--- src/rtl/calc_pkg.sv ---
// calc_pkg -- shared definitions for the calculator control slice.
//   * default widths for the accumulator, key register and multiply length
//   * opcode encoding seen on inOp
//   * FSM state encoding used by calc_sequencer
package calc_pkg;

  localparam int ACC_W_DEF      = 16;  // accumulator / display width
  localparam int KEY_W_DEF      = 4;   // keypad digit register width
  localparam int MUL_CYCLES_DEF = 4;   // one multiplier bit per cycle

  typedef enum logic [1:0] {
    OP_ADD  = 2'b00,
    OP_SUB  = 2'b01,
    OP_MUL  = 2'b10,
    OP_LOAD = 2'b11
  } op_e;

  typedef enum logic [1:0] {
    ST_IDLE  = 2'b00,  // display shows the accumulator
    ST_ENTRY = 2'b01,  // display shows the operand being keyed in
    ST_EXEC  = 2'b10,  // single-cycle ADD/SUB/LOAD
    ST_MUL   = 2'b11   // iterative shift-add multiply
  } state_e;

endpackage

--- src/rtl/calc_mul_seq.sv ---
// calc_mul_seq -- unsigned shift-add multiplier, one multiplier bit per
// clock, LSB first.
//   clk, rst_n     : clock, asynchronous active-low reset
//   clear          : abort, discards any partial product
//   start          : load operands, product cleared, counter cleared
//   multiplicand   : ACC_W-bit operand
//   multiplier     : KEY_W-bit operand
//   done           : high during the cycle whose edge completes the product
//   product        : running product including the current step; valid as
//                    the final product while done is high
module calc_mul_seq
  import calc_pkg::*;
#(
  parameter int ACC_W = ACC_W_DEF,
  parameter int KEY_W = KEY_W_DEF
) (
  input  logic                   clk,
  input  logic                   rst_n,
  input  logic                   clear,
  input  logic                   start,
  input  logic [ACC_W-1:0]       multiplicand,
  input  logic [KEY_W-1:0]       multiplier,
  output logic                   done,
  output logic [ACC_W+KEY_W-1:0] product
);

  localparam int PROD_W = ACC_W + KEY_W;
  localparam int CNT_W  = (KEY_W > 1) ? $clog2(KEY_W) : 1;

  logic              busy_q,   busy_d;
  logic [CNT_W-1:0]  cnt_q,    cnt_d;
  logic [ACC_W-1:0]  mcand_q,  mcand_d;
  logic [KEY_W-1:0]  mplier_q, mplier_d;
  logic [PROD_W-1:0] prod_q,   prod_d;

  logic [PROD_W-1:0] addend;
  logic [PROD_W-1:0] prod_sum;
  logic              last_step;

  always_comb begin
    addend    = '0;
    if (mplier_q[cnt_q]) begin
      addend = {{KEY_W{1'b0}}, mcand_q} << cnt_q;
    end
    prod_sum  = prod_q + addend;
    last_step = (cnt_q == CNT_W'(KEY_W - 1));
  end

  // The final step's sum is handed out combinationally so the owner can
  // commit it on the same edge that retires the last multiplier bit.
  assign done    = busy_q && last_step;
  assign product = prod_sum;

  always_comb begin
    busy_d   = busy_q;
    cnt_d    = cnt_q;
    mcand_d  = mcand_q;
    mplier_d = mplier_q;
    prod_d   = prod_q;
    if (clear) begin
      busy_d = 1'b0;
      cnt_d  = '0;
      prod_d = '0;
    end else if (start) begin
      busy_d   = 1'b1;
      cnt_d    = '0;
      mcand_d  = multiplicand;
      mplier_d = multiplier;
      prod_d   = '0;
    end else if (busy_q) begin
      prod_d = prod_sum;
      cnt_d  = cnt_q + 1'b1;
      if (last_step) begin
        busy_d = 1'b0;
      end
    end
  end

  always_ff @(posedge clk or negedge rst_n) begin
    if (!rst_n) begin
      busy_q   <= 1'b0;
      cnt_q    <= '0;
      mcand_q  <= '0;
      mplier_q <= '0;
      prod_q   <= '0;
    end else begin
      busy_q   <= busy_d;
      cnt_q    <= cnt_d;
      mcand_q  <= mcand_d;
      mplier_q <= mplier_d;
      prod_q   <= prod_d;
    end
  end

endmodule

--- src/rtl/calc_sequencer.sv ---
// calc_sequencer -- control FSM for the calculator datapath. Owns the key
// register, the accumulator and the sequential multiplier.
//   clk, rst_n  : clock, asynchronous active-low reset
//   inKey       : keypad digit, qualified by inKeyValid
//   inOp        : opcode (ADD/SUB/MUL/LOAD), qualified by inOpValid
//   inClear     : clear request, overrides every other input in any state
//   outReg      : key register (display mux operand input)
//   outAcc      : accumulator (display mux result input)
//   outSelect   : 0 = show key register, 1 = show accumulator
//   outBusy     : operation in progress; strobes are dropped while high
//   outOverflow : sticky carry / borrow / multiply overflow
module calc_sequencer
  import calc_pkg::*;
#(
  parameter int ACC_W      = ACC_W_DEF,
  parameter int KEY_W      = KEY_W_DEF,
  parameter int MUL_CYCLES = MUL_CYCLES_DEF  // must equal KEY_W
) (
  input  logic             clk,
  input  logic             rst_n,
  input  logic [KEY_W-1:0] inKey,
  input  logic             inKeyValid,
  input  logic [1:0]       inOp,
  input  logic             inOpValid,
  input  logic             inClear,
  output logic [KEY_W-1:0] outReg,
  output logic [ACC_W-1:0] outAcc,
  output logic             outSelect,
  output logic             outBusy,
  output logic             outOverflow
);

  state_e           state_q, state_d;
  op_e              op_q,    op_d;
  logic [KEY_W-1:0] reg_q,   reg_d;
  logic [ACC_W-1:0] acc_q,   acc_d;
  logic             sel_q,   sel_d;
  logic             busy_q,  busy_d;
  logic             ovf_q,   ovf_d;

  logic                   accepting;
  logic                   mul_start;
  logic [KEY_W-1:0]       mul_multiplier;
  logic                   mul_done;
  logic [ACC_W+KEY_W-1:0] mul_product;
  logic [ACC_W:0]         add_sum;
  logic [ACC_W-1:0]       reg_ext;

  assign reg_ext   = {{(ACC_W-KEY_W){1'b0}}, reg_q};
  assign add_sum   = {1'b0, acc_q} + {1'b0, reg_ext};
  assign accepting = (state_q == ST_IDLE) || (state_q == ST_ENTRY);

  // The multiplier loads on the accepting edge; a key arriving on that
  // same edge must be the multiplier, so bypass the key register.
  assign mul_start      = !inClear && accepting && inOpValid && (op_e'(inOp) == OP_MUL);
  assign mul_multiplier = inKeyValid ? inKey : reg_q;

  calc_mul_seq #(
    .ACC_W (ACC_W),
    .KEY_W (KEY_W)
  ) u_mul (
    .clk          (clk),
    .rst_n        (rst_n),
    .clear        (inClear),
    .start        (mul_start),
    .multiplicand (acc_q),
    .multiplier   (mul_multiplier),
    .done         (mul_done),
    .product      (mul_product)
  );

  always_comb begin
    state_d = state_q;
    op_d    = op_q;
    reg_d   = reg_q;
    acc_d   = acc_q;
    sel_d   = sel_q;
    busy_d  = busy_q;
    ovf_d   = ovf_q;
    if (inClear) begin
      state_d = ST_IDLE;
      reg_d   = '0;
      acc_d   = '0;
      sel_d   = 1'b1;
      busy_d  = 1'b0;
      ovf_d   = 1'b0;
    end else begin
      case (state_q)
        ST_IDLE, ST_ENTRY: begin
          if (inKeyValid) begin
            reg_d   = inKey;
            sel_d   = 1'b0;
            state_d = ST_ENTRY;
          end
          if (inOpValid) begin
            op_d    = op_e'(inOp);
            busy_d  = 1'b1;
            state_d = (op_e'(inOp) == OP_MUL) ? ST_MUL : ST_EXEC;
          end
        end
        ST_EXEC: begin
          case (op_q)
            OP_ADD: begin
              acc_d = add_sum[ACC_W-1:0];
              ovf_d = ovf_q | add_sum[ACC_W];
            end
            OP_SUB: begin
              acc_d = acc_q - reg_ext;
              ovf_d = ovf_q | (reg_ext > acc_q);
            end
            OP_LOAD: acc_d = reg_ext;
            default: acc_d = acc_q;
          endcase
          sel_d   = 1'b1;
          busy_d  = 1'b0;
          state_d = ST_IDLE;
        end
        ST_MUL: begin
          if (mul_done) begin
            acc_d   = mul_product[ACC_W-1:0];
            ovf_d   = ovf_q | (|mul_product[ACC_W+KEY_W-1:ACC_W]);
            sel_d   = 1'b1;
            busy_d  = 1'b0;
            state_d = ST_IDLE;
          end
        end
        default: state_d = ST_IDLE;
      endcase
    end
  end

  always_ff @(posedge clk or negedge rst_n) begin
    if (!rst_n) begin
      state_q <= ST_IDLE;
      op_q    <= OP_ADD;
      reg_q   <= '0;
      acc_q   <= '0;
      sel_q   <= 1'b1;
      busy_q  <= 1'b0;
      ovf_q   <= 1'b0;
    end else begin
      state_q <= state_d;
      op_q    <= op_d;
      reg_q   <= reg_d;
      acc_q   <= acc_d;
      sel_q   <= sel_d;
      busy_q  <= busy_d;
      ovf_q   <= ovf_d;
    end
  end

  assign outReg      = reg_q;
  assign outAcc      = acc_q;
  assign outSelect   = sel_q;
  assign outBusy     = busy_q;
  assign outOverflow = ovf_q;

endmodule

--- config.mk ---
export PLATFORM = sky130hd
export DESIGN_NAME = calc_sequencer
export DESIGN_NICKNAME = d
export VERILOG_FILES = /design/src/rtl/calc_pkg.sv /design/src/rtl/calc_mul_seq.sv /design/src/rtl/calc_sequencer.sv
export SDC_FILE = /design/constraint.sdc
export NUM_CORES = 1
export LEC_CHECK = 0
export ABC_AREA = 1
export ABC_CLOCK_PERIOD_IN_PS = 3500
export CAP_MARGIN = 20
export CORE_ASPECT_RATIO = 0.7
export CORE_UTILIZATION = 45
export CTS_CLUSTER_SIZE = 10
export DETAILED_ROUTE_END_ITERATION = 12
export PLACE_DENSITY = 0.6
export SYNTH_ARGS = -nofsm -noshare
export SYNTH_HDL_FRONTEND = slang
export SYNTH_SLANG_ARGS = --single-unit
--- constraint.sdc ---
create_clock -name clk -period 3.5 [get_ports clk]
set_input_delay 0.7 -clock clk [delete_from_list [all_inputs] [get_ports clk]]
set_output_delay 0.7 -clock clk [all_outputs]
set_load 0.05 [all_outputs]
* Word level (Yosys, flattened, before mapping) *
Index checks and enable logic that the tools add are counted.
W data, S select, Z words.

storage, ports and cells
  bits in registers = 70
  output and inout bits = 23
  bits of input ports = 11

cells by class
  add/subtract/negate cells = 4
  bitwise gates (word level) = 4
  order comparisons = 2
  eq/ne operators = 13
  reduce and logical (&&, ||, !) cells = 20
  muxes and demuxes = 38
  shift-type cells = 1

operator list
  operator              number
  $mux W20              4
  $pmux W16 S3          1
  $mux W16              2
  $pmux W16 S2          1
  $add A20 B20 Y20      1
  $shl A16 B2 Y20       1
  $add A16 B4 Y17       1
  $gt A4 B16 Y1         1
  $sub A16 B4 Y16       1
  $mux W1               14
  $mux W2               7
  $mux W4               3
  $eq A2 B2 Y1 const B  5
  $ne A3 B3 Y1 const B  3
  $reduce_and A3 Y1     3
  $ne A4 B4 Y1 const B  2
  $reduce_and A2 Y1     4
  $pmux W1 S3           2
  $pmux W2 S3           1
  $reduce_bool A3 Y1    2
  $ne A5 B5 Y1 const B  1
  $eq A2 B1 Y1 const B  2
  $logic_and A1 B1 Y1   4
  $logic_not A2 Y1      2
  other kinds (11)      14

* Logic depth before layout (Yosys ltp) *
  word-level depth = 9
  gate-level depth with buffers = 23
  depth with buffers taken out = 22

* Hierarchy *
Synthesis repeated with hierarchy kept, for this count alone.

unflattened totals
  cells, all modules = 895
  area, all modules = 5975.7 um^2

modules (own cells, without submodules)
  module          sequential area each (um^2)  cells each  area each (um^2)  instances
  calc_mul_seq    1076.0                       463         3402.0            1
  calc_sequencer  676.9                        432         2573.7            1

* Least setup slack after synthesis *
No wires, ideal clock.

  path type = register to register
  from = register u_mul.cnt_q[0]
  to = register acc_q[14] (netlist: outAcc[14])
  cell stages (with the launch flop) = 19
  arrival time = 2.567 ns
  path slack = 0.804 ns
  period minus slack after synthesis = 2.696 ns
  buffers on the path = 2
  cell sequence = dfrtp_1 > buf_2 > buf_2 > mux2i_1 > nor2_1 > o21ai_0 > inv_1 > ha_1 > nand2_1 > nand2_1 > nand2_1 > nand2_1 > nand2_1 > nand3_1 > a21oi_1 > xor2_1 > nand2_1 > nand3_1 > o21ai_0

between the ends
  word-level cells in the longest chain between the ends = 7
  elaborated cells on any way between the ends = 12
  classes of those cells = add/sub: 1; eq/ne: 2; shift: 1; mux: 6; reduce/logical: 2

ends and longest elaborated chain
  item                           line                   RTL
  start: declaration             calc_mul_seq.sv:31     logic [CNT_W-1:0] cnt_q, cnt_d;
  start signal: assignment       calc_mul_seq.sv:88     cnt_q <= cnt_d;
  $bmux W1 S2                    calc_mul_seq.sv:42     if (mplier_q[cnt_q]) begin
  $mux W1 (implied by the code)  calc_mul_seq.sv:42
  $mux W20                       calc_mul_seq.sv:42
  $add A20 B20 Y20               calc_mul_seq.sv:45     prod_sum = prod_q + addend;
  $mux W16                       calc_sequencer.sv:119  if (mul_done) begin
  $pmux W16 S2                   calc_sequencer.sv:88   case (state_q)
  $mux W16                       calc_sequencer.sv:80   if (inClear) begin
  end signal: assignment         calc_sequencer.sv:137  acc_q <= '0;
  end signal: assignment         calc_sequencer.sv:145  acc_q <= acc_d;
  end: declaration               calc_sequencer.sv:36   logic [ACC_W-1:0] acc_q, acc_d;

Several ways; a longest one is shown, not always the timed one. The select of a mux whose other input is x is not followed.
A chain may end at the register's enable or synchronous reset.

* Final worst setup path *
  from = register u_mul.cnt_q[0]
  to = register ovf_q (netlist: outOverflow)

between the ends
  word-level cells in the longest chain between the ends = 9
  elaborated cells on any way between the ends = 14
  classes of those cells = add/sub: 1; eq/ne: 2; shift: 1; mux: 6; bitwise: 1; reduce/logical: 3

ends and longest elaborated chain
  item                           line                   RTL
  $bmux W1 S2                    calc_mul_seq.sv:42
  $mux W1 (implied by the code)  calc_mul_seq.sv:42
  $mux W20                       calc_mul_seq.sv:42
  $add A20 B20 Y20               calc_mul_seq.sv:45
  $reduce_or A4 Y1               calc_sequencer.sv:121  ovf_d = ovf_q | (|mul_product[ACC_W+KEY_W-1:ACC_W]);
  $or A1 B1 Y1                   calc_sequencer.sv:121
  $mux W1                        calc_sequencer.sv:119
  $pmux W1 S2                    calc_sequencer.sv:88
  $mux W1                        calc_sequencer.sv:80
  end signal: assignment         calc_sequencer.sv:148  ovf_q <= ovf_d;
  end: declaration               calc_sequencer.sv:39   logic ovf_q, ovf_d;

Several ways; a longest one is shown, not always the timed one. The select of a mux whose other input is x is not followed.

==> impl_metrics.toml <==
[cells_and_area]
nets = 877
final_common_cell = "nand2_1"
finish.utilization_pct = 53.0
multi_input_area_mm2 = 0.00315
fillers = 1191
final-seq-area_mm2 = 0.00175
area_growth_pct = 13.4
layout-drive-gt1-share_pct = 6.19
layout_common_cells = "nand2_1 (184), inv_1 (117), nand3_1 (80), o21ai_0 (79), nor2_1 (69)"
n_antenna_cell = 0

[timing]
setup_tns_ns = 0
rsz0062_at_grt = "no"
setup_viol = 0
fin_worst_skew_ns = 0.00687
timing.fmax_mhz = 311
slew_headroom_pct = 38.3
finalCritPeriodShare_pct = 91.8
worst_pin_slew_ns = 0.926
fin_crit_ns = 3.21
finalHoldViolations = 0
report.final.slew_viol_count = 0

[synthesis]
synth_compound_area_share_pct = 15.9
syn_nets = 848
synth_xor_xnor_area_share_pct = 2.22
synthSimpleGateAreaFrac_pct = 28.9
ys_seq_area_share_pct = 31.8
yosysTopAreaCell = "dfrtp_1"
syn_area_mm2 = 0.00552
ys_warn_count = 0
ys_top_cells_by_area = "dfrtp_1 (31%), nand2_1 (13%), inv_1 (8.0%), o21ai_0 (7.4%), nand3_1 (7.3%)"
ys.flop_type = "dfrtp_1"
async_reset_ff_share_pct = 100
synth-seq-cells = 70
synthMuxAreaShare_pct = 2.54
yosys.area_share.adder_pct = 7.44
synth.avg_cell_area_um2 = 6.84
synth_top_family_by_area = "simple AND/OR/NAND/NOR gates"
synth_top_area_share_pct = 31.3
netlist_instances = 806
yosys.cell_types.count = 43
synth_edf_count = 0

[power]
peakVddDrop_mv = 0.304
total_leakage_power_uw = 0.00310
power_density_mw_per_mm2 = 503

[clock_network]
cts_made_buffers = 9
h-tree-depth = 3
tritoncts = "done"
clockBufferDepth = 2
clock-root-buffer = "clkbuf_16"
cts_setup_buffers = 0
clock_latency_ns = 0.34
cts.sinks = 70
clk_pin_slew_ns = 0.06

[critical_path]
arrival_ns = 3.43
timing.rr.start = "u_mul.cnt_q[0]"
path_class = "flip-flop to flip-flop"
cp_top_family = "simple AND/OR/NAND/NOR gates"
start_kind = "flip-flop"
critPathCaptureType = "flip-flop"
cp.required_ns = 3.72
worstPathMaxFanout = 15
critPathMaxStageDelay_ns = 0.46
cp.buffers_inverters = 3
cp_cell_sequence = "buf_4 -> o21ai_0 -> nor2_1 -> o21ai_0 -> inv_1 -> ha_1 -> nand2_1 -> inv_1 -> nand2_1 -> nor2_1 -> nand3_1 -> nand4_1 -> nand3_1 -> nor2_1 -> nand2_1 -> nand2_1 -> a21oi_1"
cp_slowest_cell = "dfrtp_2"
crit_top_cell = "nand2_1"
startpoint = "u_mul.cnt_q[0]"

[detailed_routing]
via_per_inst = 5.54
wl_per_cell_um = 16.7
drt_wl_total_um = 16700
vias = 5523
ant_nets = 0
drc = 0
drt-pass1-iter-count = 5
drt_iter0_drc = 478

[hold_path]
hp-class = "input pin to asynchronous set/reset pin"

[placement]
io_buffers = 33
place.gp.congestion = 0.976
hpwl_um = 12700

[global_route]
grt_max_degree = 71
grt_overflow = 0
first_global_vias = 5113
antenna_found_initial = 0
grt_usage_pct = 27.9
grt_pass1_wl_um = 27100

[job]
maxCapViolations = 0

[die]
fp.dieW_um = 134
dieArea_mm2 = 0.0127
die_h_um = 94.6
start_util_pct = 46.7
core_area_mm2 = 0.0118
io_pins = 34
rows = 33

[outcome]
status = "complete, no violations"
[registers in the layout (all words and copies together) (netlist names)]
name / flops
u_mul.prod_q: 20
outAcc: 16
u_mul.mcand_q: 16
outReg: 4
u_mul.mplier_q: 4
op_q: 2
state_q: 2
u_mul.cnt_q: 2
outBusy: 1
outOverflow: 1
outSelect: 1
u_mul.busy_q: 1
[per-layer routing]
layer	up-vias	GRT usage, %	share of wire [%]
met5	-	0	0
met1	2561	41.8	50
met2	227	41.1	40
met4	0	7.40	1.5
met3	20	4.88	8.0
li1	2715	-	-
[report_power, final]
part,internal (uW),switching (uW)
clock,554,375
sequential,918,149
combinational,369,783
total,1840,1310
[stage by stage]
step	cells	total power [uW]	area [um2]	setup WS [ns]	hold WS (ns)
6_report	997	3150	6250	0.287	0.477
4_1_cts	996	3140	6240	0.250	0.481
3_3_place_gp	980	2190	5950	0.329	0.471
5_1_grt	997	3320	6250	0.0548	0.507
2_1_floorplan	806	1850	5520	0.804	0.404
3_5_place_dp	980	2200	5950	0.276	0.472
[path summary, 6_finish.rpt]
kind | endpoint | slack [ns] | depth (start not counted)
worst max-delay path | outOverflow | 0.29 | 17
worst max register to register | outOverflow | 0.29 | 17
min in group clk | outSelect | 0.48 | 2
worst min-delay path | op_q[1] | 0.48 | 1
worst min register to register | outSelect | 0.48 | 2
max in group asynchronous | u_mul.cnt_q[0] | 2.36 | 1
[timing repair]
item / CTS / global route
setup endpoints to repair: 0 / 11
hold buffers: 0 / 0
gates resized for setup: 0 / 6
[area by class of cell]
class                           count  share of cell area (%)
Multi-Input combinational cell    587                    50.4
Sequential cell                    70                    28.0
Inverter                          127                    7.66
Timing Repair Buffer               40                    6.08
Clock buffer                       11                    3.72
Tap cell                          157                    3.14
Clock inverter                      5                   0.960
[cells by family (layout without fill, tap and decap cells)]
family,count (synthesis),count (layout)
AND/OR/NAND/NOR,367,368
AO/OA/AOI/OAI,160,160
buffers and inverters,150,183
flip-flops,70,70
adder cells (fa/ha/maj),31,31
XOR/XNOR,14,14
multiplexers,14,14
[Yosys cell counts, types with 2 or more instances]
cell type    n
o211ai_1     8
inv_2        7
nand3_2      2
o21ai_0     82
buf_2        9
a21oi_1     33
nand3_1     80
nor2_4       3
fa_1         3
buf_6        5
xor2_1       8
dfrtp_1     69
o21ai_2      2
xnor2_1      6
nand4_1     10
o21ai_1     10
clkbuf_2     2
a31oi_1      3
nor3_2       2
nor3_1       2
inv_1      117
ha_1        28
clkbuf_1     5
nor2_1      69
nor4_1       5
nand2_2      3
nand2_1    185
mux2i_1     14
o22ai_1     17
nor2_2       3
clkinv_1     2
Power figures use the tool's default switching activity.
